File: config.mk
export PLATFORM = sky130hd
export DESIGN_NAME = rv_elastic_buffer
export DESIGN_NICKNAME = d
export VERILOG_FILES = /design/src/rtl/rv_elastic_buffer.sv
export SDC_FILE = /design/constraint.sdc
export NUM_CORES = 1
export LEC_CHECK = 0
export ABC_AREA = 1
export BUFFER_PORTS_ARGS = -buffer_cell sky130_fd_sc_hd__buf_2
export CORE_MARGIN = 1.5
export CORE_UTILIZATION = 30
export DETAILED_ROUTE_END_ITERATION = 7
export SYNTH_ARGS = -nofsm -noshare
export SYNTH_HDL_FRONTEND = slang
export SYNTH_SLANG_ARGS = --single-unit
File: constraint.sdc
create_clock -name clk -period 4 [get_ports clk]
set_input_delay 1.2 -clock clk [delete_from_list [all_inputs] [get_ports clk]]
set_output_delay 1.2 -clock clk [all_outputs]
set_load 0.1 [all_outputs]
File: src/rtl/rv_elastic_buffer.sv
// Ready/valid elastic buffer: DEPTH-entry circular store decoupling upstream and downstream backpressure.
// Optional zero-latency pass-through when empty is enabled by defining RV_BYPASS_EN.
module rv_elastic_buffer #(
   parameter int DATA_WIDTH = 64,
   parameter int DEPTH      = 4,
   localparam int CNT_W     = $clog2(DEPTH + 1)
) (
   input  logic                  clk,
   input  logic                  reset_n,
   input  logic                  flush,
   input  logic                  in_valid,
   output logic                  in_ready,
   input  logic [DATA_WIDTH-1:0] in_data,
   output logic                  out_valid,
   input  logic                  out_ready,
   output logic [DATA_WIDTH-1:0] out_data,
   output logic [CNT_W-1:0]      count,
   output logic                  full,
   output logic                  empty
);

   // state      | meaning
   // ST_EMPTY   | no words stored (count == 0)
   // ST_PARTIAL | 0 < count < DEPTH
   // ST_FULL    | count == DEPTH, upstream stalled

   localparam int PTR_W = $clog2(DEPTH);
   localparam logic [CNT_W-1:0] FULL_CNT = CNT_W'(DEPTH);
   localparam logic [CNT_W-1:0] LAST_CNT = CNT_W'(DEPTH - 1);
   localparam logic [CNT_W-1:0] ONE_CNT  = CNT_W'(1);
   localparam logic [PTR_W-1:0] ONE_PTR  = PTR_W'(1);

   typedef enum logic [1:0] {
      ST_EMPTY,
      ST_PARTIAL,
      ST_FULL
   } state_t;

   if (DEPTH < 2 || (DEPTH & (DEPTH - 1)) != 0) begin : g_bad_depth
      $error("rv_elastic_buffer: DEPTH must be a power of two >= 2");
   end

   logic [DATA_WIDTH-1:0] mem [DEPTH];
   logic [PTR_W-1:0]      wr_ptr;
   logic [PTR_W-1:0]      rd_ptr;
   logic [CNT_W-1:0]      count_q;
   state_t                state;
   logic                  push;
   logic                  pop;
   logic                  pass_thru;
   logic                  wr_en;
   logic                  rd_en;

   assign count    = count_q;
   assign full     = (count_q == FULL_CNT);
   assign empty    = (count_q == '0);
   assign in_ready = !full;

`ifdef RV_BYPASS_EN
   // An empty buffer forwards the upstream word directly; it is only stored if downstream stalls.
   assign out_valid = (state != ST_EMPTY) || in_valid;
   assign out_data  = empty ? in_data : mem[rd_ptr];
   assign pass_thru = empty && in_valid && out_ready;
`else
   assign out_valid = (state != ST_EMPTY);
   assign out_data  = mem[rd_ptr];
   assign pass_thru = 1'b0;
`endif

   assign push  = in_valid && in_ready;
   assign pop   = out_valid && out_ready;
   assign wr_en = push && !pass_thru && !flush;
   assign rd_en = pop && !pass_thru && !flush;

   always_ff @(posedge clk) begin
      if (wr_en) begin
         mem[wr_ptr] <= in_data;
      end
   end

   always_ff @(posedge clk or negedge reset_n) begin
      if (!reset_n) begin
         wr_ptr  <= '0;
         rd_ptr  <= '0;
         count_q <= '0;
         state   <= ST_EMPTY;
      end else if (flush) begin
         wr_ptr  <= '0;
         rd_ptr  <= '0;
         count_q <= '0;
         state   <= ST_EMPTY;
      end else begin
         case ({wr_en, rd_en})
            2'b10: begin
               wr_ptr  <= wr_ptr + ONE_PTR;
               count_q <= count_q + ONE_CNT;
               state   <= (count_q == LAST_CNT) ? ST_FULL : ST_PARTIAL;
            end
            2'b01: begin
               rd_ptr  <= rd_ptr + ONE_PTR;
               count_q <= count_q - ONE_CNT;
               state   <= (count_q == ONE_CNT) ? ST_EMPTY : ST_PARTIAL;
            end
            2'b11: begin
               wr_ptr <= wr_ptr + ONE_PTR;
               rd_ptr <= rd_ptr + ONE_PTR;
            end
            default: begin
               state <= state;
            end
         endcase
      end
   end

endmodule

# Word level (Yosys, flattened, before mapping)
# Memories as Yosys holds them, arrays and structs flattened.
# Index checks and enable logic that the tools add are counted.
# Widths: inputs -> output; s select.
# word_totals
ff_bits	9
ram_bits	256
input_bits	69
elab_cells	40
mem_count	1
# classes
add_sub_neg	4
n_eq_ne	6
muxes	12
reduce_logical	13
# mem_list
name	words	width	rd	rd_ports_with_merged_regs	write_ports	line	rtl
mem	4	64	1	0	1	43	logic [DATA_WIDTH-1:0] mem [DEPTH];
# op_table
op	n
$mux 2	6
$pmux 3 s2	1
$reduce_bool 2->1	3
$add 2x1->2 const B	2
$eq 2x2->1 const B	2
$logic_and 1x1->1	4
$pmux 2 s2	1
$reduce_or 2->1	2
$add 3x1->3 const B	1
$eq 3x1->1 const B	1
$eq 3x2->1 const B	1
$eq 3x3->1 const B	1
$logic_not 3->1	1
$mux 1	3
$mux 3	1
$reduce_bool 3->1	1
$sub 3x1->3 const B	1
$eq 2x1->1 const B	1
$logic_not 1->1	2

# Longest topological paths before layout
# depth
ltp_word	8
depth_mapped	9

# Least setup slack after synthesis
# No wires, ideal clock.
# synth_path
kind	flip-flop to flip-flop
startpoint	reg count_q[0] (netlist: count[0])
endpoint	mem mem[0][0] (enable)
arrival_time_ns	4.889
required_time_ns	3.513
setup_slack_ns	-1.376
path_stages_with_launch	8
path_buffers	0
period_less_slack_ns	5.376
path_cell_list	dfrtp_1 -> inv_1 -> ha_1 -> nand2_2 -> nand2_4 -> nor2_4 -> inv_2 -> nor2_1
# synth_via
elab_chain_len	6
# synth_rtl
element	line	rtl
start, declared	46	logic [CNT_W-1:0] count_q;
start signal, assigned	96	count_q <= count_q + ONE_CNT;
start signal, assigned	101	count_q <= count_q - ONE_CNT;
$eq 3x3->1	55	assign full = (count_q == FULL_CNT);
$logic_not 1->1	57	assign in_ready = !full;
net in_ready	12	output logic in_ready,
$logic_and 1x1->1	70	assign push = in_valid && in_ready;
$logic_and 1x1->1	72	assign wr_en = push && !pass_thru && !flush;
$mux 1	76	if (wr_en) begin
$mux 1 (implied by the code)	77	mem[wr_ptr] <= in_data;
end, declared	43	
# The timed path passes the listed nets, and every way through them passes these cells.

# Worst setup path after layout
# layout_path
startpoint	reg rd_ptr[0]
endpoint	out out_data[36]
# layout_via
elab_chain_len	1
# layout_rtl
element	line	rtl
start, declared	45	logic [PTR_W-1:0] rd_ptr;
start signal, assigned	100	rd_ptr <= rd_ptr + ONE_PTR;
start signal, assigned	106	rd_ptr <= rd_ptr + ONE_PTR;
$mem_v2 4x64	-	
end, declared	16	output logic [DATA_WIDTH-1:0] out_data,
# Every way passes these cells.

==> qor.yml <==
worstHoldStart: "state[0]$_DFFE_PN0P_"
die_area_sq_um: 34900
gp_congestion: 0.737
leakage_nw: 4.64
p_int_mw: 5.48
grt_max_degree: 130
timing.slew.headroom_pct: 60.7
worstPathCellList: "buf_12 > o21ai_0 > o22ai_1 > buf_12"
worst_clock_skew_ps: 9.72
required_ps: 2800
ios: 140
core_sq_um: 33400
hold_depth: 2
hold_end: "state[0]$_DFFE_PN0P_"
fin_crit_sh_pct: 88.1
yosys_warnings: 0
cp-end-kind: "output port"
powerDensity_nw_per_um2: 641
arrival_ps: 2330
start_util_pct: 30.4
power_frac_seq_pct: 38.4
layout_min_cycle_time_ps: 3530
area_delta_synth_final_pct: 30.1
r2r_slack_ps: 1820
vias: 6100
ys_seq_elements: 265
drive_gt1_share_pct: 24.5
timing.rr.start: "count[0]$_DFFE_PN0P_"
first_pass_iters: 4
path_clk_slew_ps: 60
die_y_microns: 187
grt_pass1_wl_mm: 35.3
drc: 0
setup_viol: 0
slowest_stage: "dfrtp_4"
final_nets: 922
p_total_mw: 8.46
drtIter0Drc: 317
hold_viol_final: 0
wl_per_cell_microns: 17.2
worst-setup-path-type: "reg -> out"
clock-sinks: 265
rsz0062_at_grt: "false"
cp_common_cell: "buf_12"
yosysUniqueCellTypes: 24
antenna_cells: 0
reg2reg_to: "mem[3][9]$_DFFE_PP_"
track_usage_pct: 12.9
power_frac_clock_pct: 29.8
dpl.hpwl_mm: 13.0
cts-root-buf: "clkbuf_16"
cts_setup_buffers: 0
drt-total-wl_mm: 22.6
numCtsBuffers: 28
vdd_ir_drop_max_uv: 330
h-tree-depth: 1
combPwrFrac_pct: 31.9
clk_latency_ps: 530
tightest_slew_ps: 590
grt_antenna_before_repair: 3
worst-path-max-fanout: 129
cts_resized: 0
syn_inst: 701
hold_class: "reg -> reg"
synth_area_sq_um: 10100
switching_share_pct: 35.2
final_antenna_net_count: 0
clock_path_buffers: 3
cts_tree: "built"
via_per_inst: 4.65
outcome: "finished, final reports clean"
fmax_ghz: 0.284
die_width_microns: 187
slowest_delay_ps: 450
synth_nets: 779
critPathTopFamily: "buffers and inverters"
switching_power_mw: 2.97
avgSynthCellArea_sq_um: 14.5
nFillCells: 3123
grt_overflow_total: 0
critical_path_buf_inv_count: 2
ys_seq_area_share_pct: 78.1
std_cell_rows: 67
r2r_cells: 8
finalHoldWorstSlack_ps: 510
grt_pass1_vias: 6152
cts_hold_buf: 0
io_buffers: 139
drv_cap: 0
slew_viol_final: 0
start_kind: "flop"
## placed cells by master, fill, tap and decap left out
master and n:
clkbuf_1 4, nand4_1 1, nand2_2 2, nand2_1 13, clkinvlp_4 2, nand2_4 2
a21oi_2 1, nor2_1 130, inv_4 1, dfrtp_2 1, o21ai_0 84, xnor2_1 1
edfxtp_1 256, a21oi_1 2, bufinv_16 3, buf_2 75, nor2_2 1, inv_2 4
clkinv_1 7, clkinv_2 4, ha_1 9, inv_1 15, o21ai_1 51, dfrtp_1 7
dfrtp_4 1, clkbuf_16 29, o22ai_1 64, inv_8 1, nor2_4 5, buf_12 68
buf_4 12, nand3_1 8
## kinds of logic after synthesis
logic type                 after synthesis  share of synthesized area [%]
buffers and inverters                   62                           3.48
adders and majority gates                9                           1.11
DFF                                    265                           78.1
and+or+nand+nor                        162                           6.42
xor gates and xnor gates                 1                         0.0865
AOI/OAI and AO/OA                      202                           10.8
## tightest hold or removal path: stages, from the launching register on
cell and delay (ps):
dfrtp_1 340, nand3_1 70, nand2_1 60
## metrics by stage
stage	cells	setup TNS [ps]	cell area (sq um)	setup slack [ps]	utilization, %
final	1312	0	13200	474	39.5
after global placement	1262	0	12300	1070	36.8
after detailed placement	1262	0	12300	1030	36.8
after floorplan	701	-78450	10100	-306	-
after CTS	1312	0	13200	450	39.5
after global routing	1312	0	13200	356	39.5
## how the worst max path moves through the flow
| stage | end | from | cells past startpoint | slack, ps |
|---|---|---|---|---|
| after detailed placement | out_data[2] | rd_ptr[1]$_DFFE_PN0P_ | 5 | 1030 |
| after global routing | out_data[36] | rd_ptr[0]$_DFFE_PN0P_ | 4 | 360 |
| final | out_data[36] | rd_ptr[0]$_DFFE_PN0P_ | 4 | 470 |
| after global placement | out_data[42] | rd_ptr[1]$_DFFE_PN0P_ | 5 | 1070 |
| after CTS | out_data[2] | rd_ptr[1]$_DFFE_PN0P_ | 5 | 450 |
| after floorplan | mem[0][0]$_DFFE_PP_ | count[0]$_DFFE_PN0P_ | 7 | -310 |
## metal layers
metal  GRT usage, %  vias to the layer above  routed length [microns]
li1               -                     2907                        -
met2           22.1                      154                    11000
met4           3.38                        6                      537
met3           2.54                       39                     1130
met5              0                        -                       36
met1           16.8                     2994                     9810
## final cells by class
type / count / area, sq um / share of cell area, %
Clock buffer: 33 / 741 / 5.62
Clock inverter: 17 / 163 / 1.23
Inverter: 20 / 77.6 / 0.588
Multi-Input combinational cell: 374 / 1900 / 14.4
Sequential cell: 265 / 7920 / 60.1
Tap cell: 448 / 561 / 4.25
Timing Repair Buffer: 155 / 1830 / 13.9
## sequential cells by signal, indices dropped and copies added (netlist names)
name    flops
rd_ptr      2
state       2
wr_ptr      2
count       3
mem       256
## Yosys cell counts (all sizes together)
| cell type | instances | area (sq um) |
|---|---|---|
| o22ai | 64 | 400 |
| xnor2 | 1 | 8.76 |
| nand4 | 1 | 6.26 |
| edfxtp | 256 | 7690 |
| o21ai | 135 | 676 |
| dfrtp | 9 | 225 |
| buf | 26 | 215 |
| clkbuf | 16 | 60.1 |
| nor2 | 136 | 521 |
| a21oi | 3 | 18.8 |
| nand2 | 17 | 83.8 |
| inv | 20 | 77.6 |
| ha | 9 | 113 |
| nand3 | 8 | 40.0 |
## power by group through the flow
stage / registers [mW] / logic [mW] / clock network (mW)
after floorplan: 3.38 / 1.70 / 0
after global placement: 3.30 / 2.70 / 0
after detailed placement: 3.30 / 2.72 / 0
after CTS: 3.24 / 2.72 / 2.60
after global routing: 3.26 / 2.81 / 2.69
final: 3.24 / 2.69 / 2.52
Note: power is estimated with default switching activity, not from simulation.
